**src/rtl/vga_ctrl_pkg.sv**
```systemverilog
// Shared definitions for the VGA pixel-DMA frame swap controller:
// FSM state encoding and pixel DMA control-slave register map.
package vga_ctrl_pkg;

  typedef enum logic [3:0] {
    ST_INIT_WB  = 4'd0,
    ST_IDLE     = 4'd1,
    ST_WR_BACK  = 4'd2,
    ST_WR_SWAP  = 4'd3,
    ST_POLL_RD  = 4'd4,
    ST_POLL_CHK = 4'd5,
    ST_POLL_GAP = 4'd6,
    ST_DONE     = 4'd7,
    ST_DONE_ERR = 4'd8
  } state_t;

  localparam logic [1:0] REG_BUFFER  = 2'd0;
  localparam logic [1:0] REG_BACKBUF = 2'd1;
  localparam logic [1:0] REG_RES     = 2'd2;
  localparam logic [1:0] REG_STATUS  = 2'd3;

  localparam int STATUS_SWAP_BIT = 0;

endpackage

```
**src/rtl/vga_frame_swap_ctrl.sv**
```systemverilog
// Double-buffer swap sequencer mastering the pixel DMA control slave.
// Bus handshake: single-cycle read/write strobes, no waitrequest; read data is valid the cycle after ctl_read.
module vga_frame_swap_ctrl
  import vga_ctrl_pkg::*;
#(
  parameter logic [31:0] BUF0_ADDR      = 32'h0000_0000,
  parameter logic [31:0] BUF1_ADDR      = 32'h0004_B000,
  parameter int          POLL_GAP       = 16,
  parameter int          TIMEOUT_CYCLES = 2_000_000
) (
  input  logic        sys_clk_clk,
  input  logic        sys_reset_reset,
  input  logic        swap_req,
  output logic        swap_done,
  output logic        ready,
  output logic        front_idx,
  output logic [31:0] back_addr,
  output logic        err_timeout,
  output logic [1:0]  ctl_address,
  output logic [3:0]  ctl_byteenable,
  output logic        ctl_read,
  output logic        ctl_write,
  output logic [31:0] ctl_writedata,
  input  logic [31:0] ctl_readdata,
  output state_t      dbg_state
);

  localparam logic [31:0] TO_LIM   = 32'(TIMEOUT_CYCLES);
  localparam logic [15:0] GAP_LOAD = 16'(POLL_GAP - 1);

  state_t      r_state;
  state_t      w_next_state;
  logic        r_target;
  logic        r_front_idx;
  logic        r_err_timeout;
  logic [31:0] r_to_cnt;
  logic [15:0] r_gap_cnt;

  logic        w_ctl_write;
  logic        w_ctl_read;
  logic [1:0]  w_ctl_address;
  logic [31:0] w_ctl_writedata;
  logic        w_swap_done;
  logic        w_ready;
  logic        w_status_pending;
  logic        w_timed_out;
  logic        w_polling;
  logic        w_unused_rdata;

  assign w_status_pending = ctl_readdata[STATUS_SWAP_BIT];
  assign w_unused_rdata   = ^ctl_readdata[31:1];
  assign w_timed_out      = (r_to_cnt >= TO_LIM);
  assign w_polling        = (r_state == ST_POLL_RD) || (r_state == ST_POLL_CHK) ||
                            (r_state == ST_POLL_GAP);

  always_ff @(posedge sys_clk_clk or posedge sys_reset_reset) begin
    if (sys_reset_reset) r_state <= ST_INIT_WB;
    else                 r_state <= w_next_state;
  end

  always_comb begin
    w_next_state    = r_state;
    w_ctl_write     = 1'b0;
    w_ctl_read      = 1'b0;
    w_ctl_address   = REG_BUFFER;
    w_ctl_writedata = '0;
    w_swap_done     = 1'b0;
    w_ready         = 1'b0;
    case (r_state)
      ST_INIT_WB: begin
        w_ctl_write     = 1'b1;
        w_ctl_address   = REG_BACKBUF;
        w_ctl_writedata = BUF0_ADDR;
        w_next_state    = ST_WR_SWAP;
      end
      ST_IDLE: begin
        w_ready = 1'b1;
        if (swap_req) w_next_state = ST_WR_BACK;
      end
      ST_WR_BACK: begin
        w_ctl_write     = 1'b1;
        w_ctl_address   = REG_BACKBUF;
        w_ctl_writedata = r_target ? BUF1_ADDR : BUF0_ADDR;
        w_next_state    = ST_WR_SWAP;
      end
      ST_WR_SWAP: begin
        w_ctl_write   = 1'b1;
        w_ctl_address = REG_BUFFER;
        w_next_state  = ST_POLL_RD;
      end
      ST_POLL_RD: begin
        w_ctl_read    = 1'b1;
        w_ctl_address = REG_STATUS;
        w_next_state  = ST_POLL_CHK;
      end
      ST_POLL_CHK: begin
        if (!w_status_pending) w_next_state = ST_DONE;
        else if (w_timed_out)  w_next_state = ST_DONE_ERR;
        else                   w_next_state = ST_POLL_GAP;
      end
      ST_POLL_GAP: begin
        if (r_gap_cnt == 16'd0) w_next_state = ST_POLL_RD;
      end
      ST_DONE, ST_DONE_ERR: begin
        w_swap_done  = 1'b1;
        w_next_state = ST_IDLE;
      end
      default: w_next_state = ST_INIT_WB;
    endcase
  end

  // Datapath registers; the FSM state decides which of them move.
  always_ff @(posedge sys_clk_clk or posedge sys_reset_reset) begin
    if (sys_reset_reset) begin
      r_target      <= 1'b0;
      r_front_idx   <= 1'b0;
      r_err_timeout <= 1'b0;
      r_to_cnt      <= '0;
      r_gap_cnt     <= '0;
    end else begin
      if (w_polling && (r_to_cnt != '1)) r_to_cnt <= r_to_cnt + 32'd1;
      case (r_state)
        ST_INIT_WB: r_target <= 1'b0;
        ST_IDLE:    if (swap_req) r_target <= ~r_front_idx;
        ST_WR_SWAP: r_to_cnt <= '0;
        ST_POLL_CHK: begin
          if (w_status_pending && w_timed_out) r_err_timeout <= 1'b1;
          r_gap_cnt <= GAP_LOAD;
        end
        ST_POLL_GAP: if (r_gap_cnt != 16'd0) r_gap_cnt <= r_gap_cnt - 16'd1;
        ST_DONE:    r_front_idx <= r_target;
        default: ;
      endcase
    end
  end

  // The reset state is INIT_WB, which decodes to a write; gate the bus and
  // handshake outputs so they read as idle for as long as reset is held.
  assign ctl_write      = w_ctl_write & ~sys_reset_reset;
  assign ctl_read       = w_ctl_read & ~sys_reset_reset;
  assign ctl_address    = sys_reset_reset ? 2'd0 : w_ctl_address;
  assign ctl_writedata  = sys_reset_reset ? 32'd0 : w_ctl_writedata;
  assign ctl_byteenable = (ctl_write | ctl_read) ? 4'hF : 4'h0;
  assign swap_done      = w_swap_done & ~sys_reset_reset;
  assign ready          = w_ready & ~sys_reset_reset;
  assign front_idx      = r_front_idx;
  assign back_addr      = r_front_idx ? BUF0_ADDR : BUF1_ADDR;
  assign err_timeout    = r_err_timeout;
  assign dbg_state      = r_state;

endmodule

```
**config.mk**
```make
export PLATFORM = sky130hd
export DESIGN_NAME = vga_frame_swap_ctrl
export DESIGN_NICKNAME = d
export VERILOG_FILES = /design/src/rtl/vga_ctrl_pkg.sv /design/src/rtl/vga_frame_swap_ctrl.sv
export SDC_FILE = /design/constraint.sdc
export NUM_CORES = 1
export LEC_CHECK = 0
export ABC_AREA = 1
export CORE_MARGIN = 2
export CORE_UTILIZATION = 45
export CTS_BUF_LIST = sky130_fd_sc_hd__clkbuf_4 sky130_fd_sc_hd__clkbuf_8
export DETAILED_ROUTE_END_ITERATION = 12
export GPL_TIMING_DRIVEN = 0
export PLACE_DENSITY_LB_ADDON = 0.12
export SYNTH_ARGS = -nofsm -noshare
export SYNTH_HDL_FRONTEND = slang
export SYNTH_SLANG_ARGS = --single-unit
export TNS_END_PERCENT = 30
```
**constraint.sdc**
```tcl
create_clock -name sys_clk_clk -period 4.9 [get_ports sys_clk_clk]
set_input_delay 1.225 -clock sys_clk_clk [delete_from_list [all_inputs] [get_ports sys_clk_clk]]
set_output_delay 1.225 -clock sys_clk_clk [all_outputs]
set_load 0.01 [all_outputs]
```
# Word-level counts from Yosys, hierarchy flattened
# Index checks and enable logic that the tools add are counted.
dict set report totals {
  register_bits 55
}
dict set report classes {
  n_reduce_logical 17
  bitwise_logic 7
  muxes 22
  addsub 2
  n_eq_ne 12
  order_cmp 1
}
# op count
set op_table {}
lappend op_table {{32-bit 2-to-1 mux} 3}
lappend op_table {{19-bit 2-to-1 mux} 3}
lappend op_table {{32-bit by 1-bit adder with 32-bit output (second input constant)} 1}
lappend op_table {{32-bit by 21-bit greater-or-equal comparator with 1-bit output (second input constant)} 1}
lappend op_table {{32-bit inequality test (second input constant)} 1}
lappend op_table {{16-bit case mux with 2 select lines} 1}
lappend op_table {{4-bit case mux with 7 select lines} 1}
lappend op_table {{4-bit 2-to-1 mux} 5}
lappend op_table {{4-bit by 3-bit equality test with 1-bit output (second input constant)} 4}
lappend op_table {{16-bit logical NOT} 1}
lappend op_table {{16-bit 2-to-1 mux} 1}
lappend op_table {{16-bit nonzero test} 1}
lappend op_table {{16-bit by 1-bit subtractor with 16-bit output (second input constant)} 1}
lappend op_table {{4-bit by 2-bit equality test with 1-bit output (second input constant)} 2}
lappend op_table {{2-bit AND reduction} 4}
lappend op_table {{2-bit nonzero test} 3}
lappend op_table {{1-bit 2-to-1 mux} 5}
lappend op_table {{1-bit bitwise AND} 4}
lappend op_table {{4-bit by 1-bit equality test with 1-bit output (second input constant)} 1}
lappend op_table {{4-bit equality test (second input constant)} 1}
lappend op_table {{4-bit logical NOT} 1}
lappend op_table {{2-bit by 1-bit inequality test with 1-bit output (second input constant)} 2}
lappend op_table {{2-bit case mux with 2 select lines} 1}
lappend op_table {{2-bit OR reduction} 2}
lappend op_table {{other kinds (8)} 11}

# Logic depth before layout (Yosys ltp)
dict set report depth {
  word_depth 6
  ltp_mapped 13
}

# Worst setup path before layout
# Ideal clock, no wire load.
dict set report synth_timing {
  path_kind {input-to-output}
  from {input sys_reset_reset}
  to {output ctl_writedata[13]}
  arrival_ns 3.217
  n_path_buf 1
  path_stages 4
  path_slack_ns 0.458
  path_cell_list {inv_1 -> nand3_1 -> nor3_1 -> buf_4}
}
dict set report synth_via {
  elab_chain_cells 1
}
# element line_no
set synth_rtl {}
lappend synth_rtl {{start, declared} vga_frame_swap_ctrl.sv:12} ;# input logic sys_reset_reset,
lappend synth_rtl {{32-bit 2-to-1 mux} vga_frame_swap_ctrl.sv:142} ;# assign ctl_writedata = sys_reset_reset ? 32'd0 : w_ctl_writedata;
lappend synth_rtl {{end, declared} vga_frame_swap_ctrl.sv:23} ;# output logic [31:0] ctl_writedata,
# No other way between the ends.

# Worst setup path after layout
dict set report layout_timing {
  from {input sys_reset_reset}
  to {output ctl_writedata[18]}
}
# Same word-level chain as after synthesis.

==> flow_summary.ini <==
[timing]
setup_ws_ps = 274.8
fin_skew_ps = 8.474
setup_viol = 0
clock.fmax_mhz = 216.2
finalCriticalPeriod_ps = 4625
tightest_slew_ps = 627.5
hold_viol_final = 0
slew_headroom_pct = 58.17
rsz0062_at_grt = no
tns_ps = 0
fin_crit_sh_pct = 94.39
drv_slew = 0

[final_layout]
final_cells = 791
layout-drive-gt1-share_pct = 18.82
nets = 717
fillers = 888
n_antenna_cell = 0
area_growth_pct = 17.97
fin_util_pct = 54.38

[yosys]
synth_seq_cells = 55
seq_area_frac_synth_pct = 32.62
post_synth.cell_area_avg_sq_um = 7.163
synth-simple-area-share_pct = 33.48
synthXorXnorAreaFrac_pct = 3.944
synth_edf_count = 0
yosysTopAreaCell = dfrtp_1
synth_ff_type = dfrtp_1
syn_area_sq_um = 4219
synth.area.top_cells = dfrtp_1 33%, nand2_1 12%, buf_4 12%
synth_fa_ha_area_share_pct = 0.8897
postSynthCellCount = 589
synth_top_family_by_area = simple AND/OR/NAND/NOR gates
synth_top_area_share_pct = 32.62
synth_compound_area_share_pct = 8.926
synthMuxAreaShare_pct = 0
async_flop_share_pct = 100.0
synth_cell_types = 42
synth-warning-count = 0

[worst_setup_path]
worstSetupStartpoint = sys_reset_reset
crit_required_ps = 3670
cp.arrival_ps = 3400
critPathLaunchType = input port
r2r_cells = 7
criticalPathCategory = in -> out
critPathMaxFanout = 30
end_kind = output port
r2r-end = r_to_cnt[28]$_DFFE_PP0P_
r2r_setup_slack_ps = 2910
r2r-start = dbg_state[3]$_DFFE_PP0P_

[floorplanning]
start_util_pct = 46.10
dieArea_sq_um = 10170
pin_count = 115
fp.dieH_um = 100.8
core-area_sq_um = 9153
fp-row-count = 35
die_w_um = 100.8

[global_route]
grt_pass1_wl_um = 16440
antenna_found_initial = 0
grtUsageTotal_pct = 20.04
grt_overflow = 0
grt_pass1_vias = 3433
grt_max_degree = 31

[cts]
cts.path.max_buffers = 2
clock-sinks = 55
clock-root-buffer = clkbuf_8
cts_tree = yes
clock_latency_ps = 320
cts_buffers = 5
postCtsSetupRepairBufs = 0
clkTransAtPathRegs_ps = 100
htreeDepth = 2

[run]
drv_cap = 0

[routing]
drc = 0
avgViaCountPerCell = 4.761
wl_per_cell_um = 12.42
drt_iter0_markers = 208
first_pass_iters = 5
ant_nets = 0
wl_um = 9827
via_count = 3766

[worst_hold_path]
hold_path_class = reg -> reg
holdPathEnd = err_timeout$_DFFE_PP0P_
min_from = err_timeout$_DFFE_PP0P_
hold_depth = 1

[placement]
dpl.hpwl_um = 7889
placedCellCount = 783
gp_congestion = 0.9712
preCtsSetupSlack_ps = 99.44
place.port_buffers = 27

[power_and_ir_drop]
pwr_density_cell_nw_per_um2 = 367.9
p_leak_nw = 2.413
ir_worst_vdd_v = 0.0002471

[run_status]
status = finished clean
## worst max-delay path, cell delays in order
cell and delay [ps]:
clkdlybuf4s50_1 530, clkinv_2 450, nand3_1 130, nor3_1 360, buf_4 180, clkdlybuf4s50_1 520
## cell type report
type                    instances  area [sq um]  area share, %
plain buffers                  75         590.6          11.87
clock buffers                   6         82.58          1.659
clock inverters                 2         38.79         0.7793
inverters                      64         256.5          5.153
multi-input cells             450          2203          44.27
flip-flops and latches         55          1376          27.65
well taps                     111         138.9          2.790
repair buffers                 28         290.3          5.832
## stage by stage
stage	hold slack [ps]	total power, W	cell area [sq um]
after floorplan	475.1	0.001221	4425
after global placement	454.4	0.001498	4835
after detailed placement	459.7	0.001513	4855
after CTS	484.1	0.001846	4976
after global routing	518.7	0.001951	4977
final	476.2	0.001831	4977
## cells by family after synthesis
logic type,count (synthesis)
AND/OR/NAND/NOR,318
buffers and inverters,139
flip-flops,55
AO/OA/AOI/OAI,54
XOR/XNOR,19
adder cells (fa/ha/maj),3
other,1
## placed cells by master (no fill, tap or decap), types with 10 or more instances in the layout
cell	n
inv_1	56
conb_1	56
nand2_1	134
nor3_1	19
dfrtp_1	55
o21ai_0	10
nand4_1	13
o21ai_2	16
nor2_1	78
nand3_1	51
buf_4	66
xor2_1	16
clkdlybuf4s50_1	27
## state kept, by name (all words and copies together) (netlist names)
| signal | flops |
|---|---|
| r_gap_cnt | 16 |
| front_idx | 1 |
| r_to_cnt | 32 |
| r_target | 1 |
| err_timeout | 1 |
| dbg_state | 4 |
## what timing repair did
action / in CTS / in global routing
gates resized for setup: 0 / 1
endpoints found under the hold margin: 0 / 0
setup endpoints to repair: 0 / 4
hold buffers: 0 / 0
## worst max path at each step
stage	cells past startpoint	slack, ps	endpoint
floorplan	4	460	ctl_writedata[13]
global placement	6	-1080	ctl_writedata[15]
detailed placement	6	100	ctl_writedata[18]
CTS	6	90	ctl_writedata[18]
global route	6	10	ctl_writedata[18]
finish	6	270	ctl_writedata[18]
## layer usage
layer	share of wire, %	GRT usage [%]	vias up
li1	-	-	1937
met1	47	27.78	1724
met2	47	33.74	97
met3	4.4	2.288	8
met4	0.82	4.320	0
met5	0	0	-
## cells in the mapped netlist (2+ instances only)
cell / instances
nor2_2: 3
o31ai_1: 7
buf_4: 66
o21ai_1: 3
o21ai_0: 10
xnor2_1: 3
a21oi_1: 9
nand4_1: 13
nand2_2: 8
a31oi_1: 2
dfrtp_1: 55
o21ai_2: 16
clkbuf_1: 2
nand3_1: 51
xor2_1: 16
inv_2: 5
nor2_4: 2
nor3_1: 19
or2_2: 2
nand3b_1: 4
buf_2: 2
nand2_1: 134
inv_1: 57
buf_12: 2
nor2_1: 78
buf_6: 2
ha_1: 3
## where the power goes
group | leakage [nW] | internal, W | switching (W)
clock | 0.0618 | 0.000169 | 0.000162
combinational | 1.61 | 0.000386 | 0.000552
sequential | 0.739 | 0.000505 | 0.0000575
(Power assumes the default switching activity.)
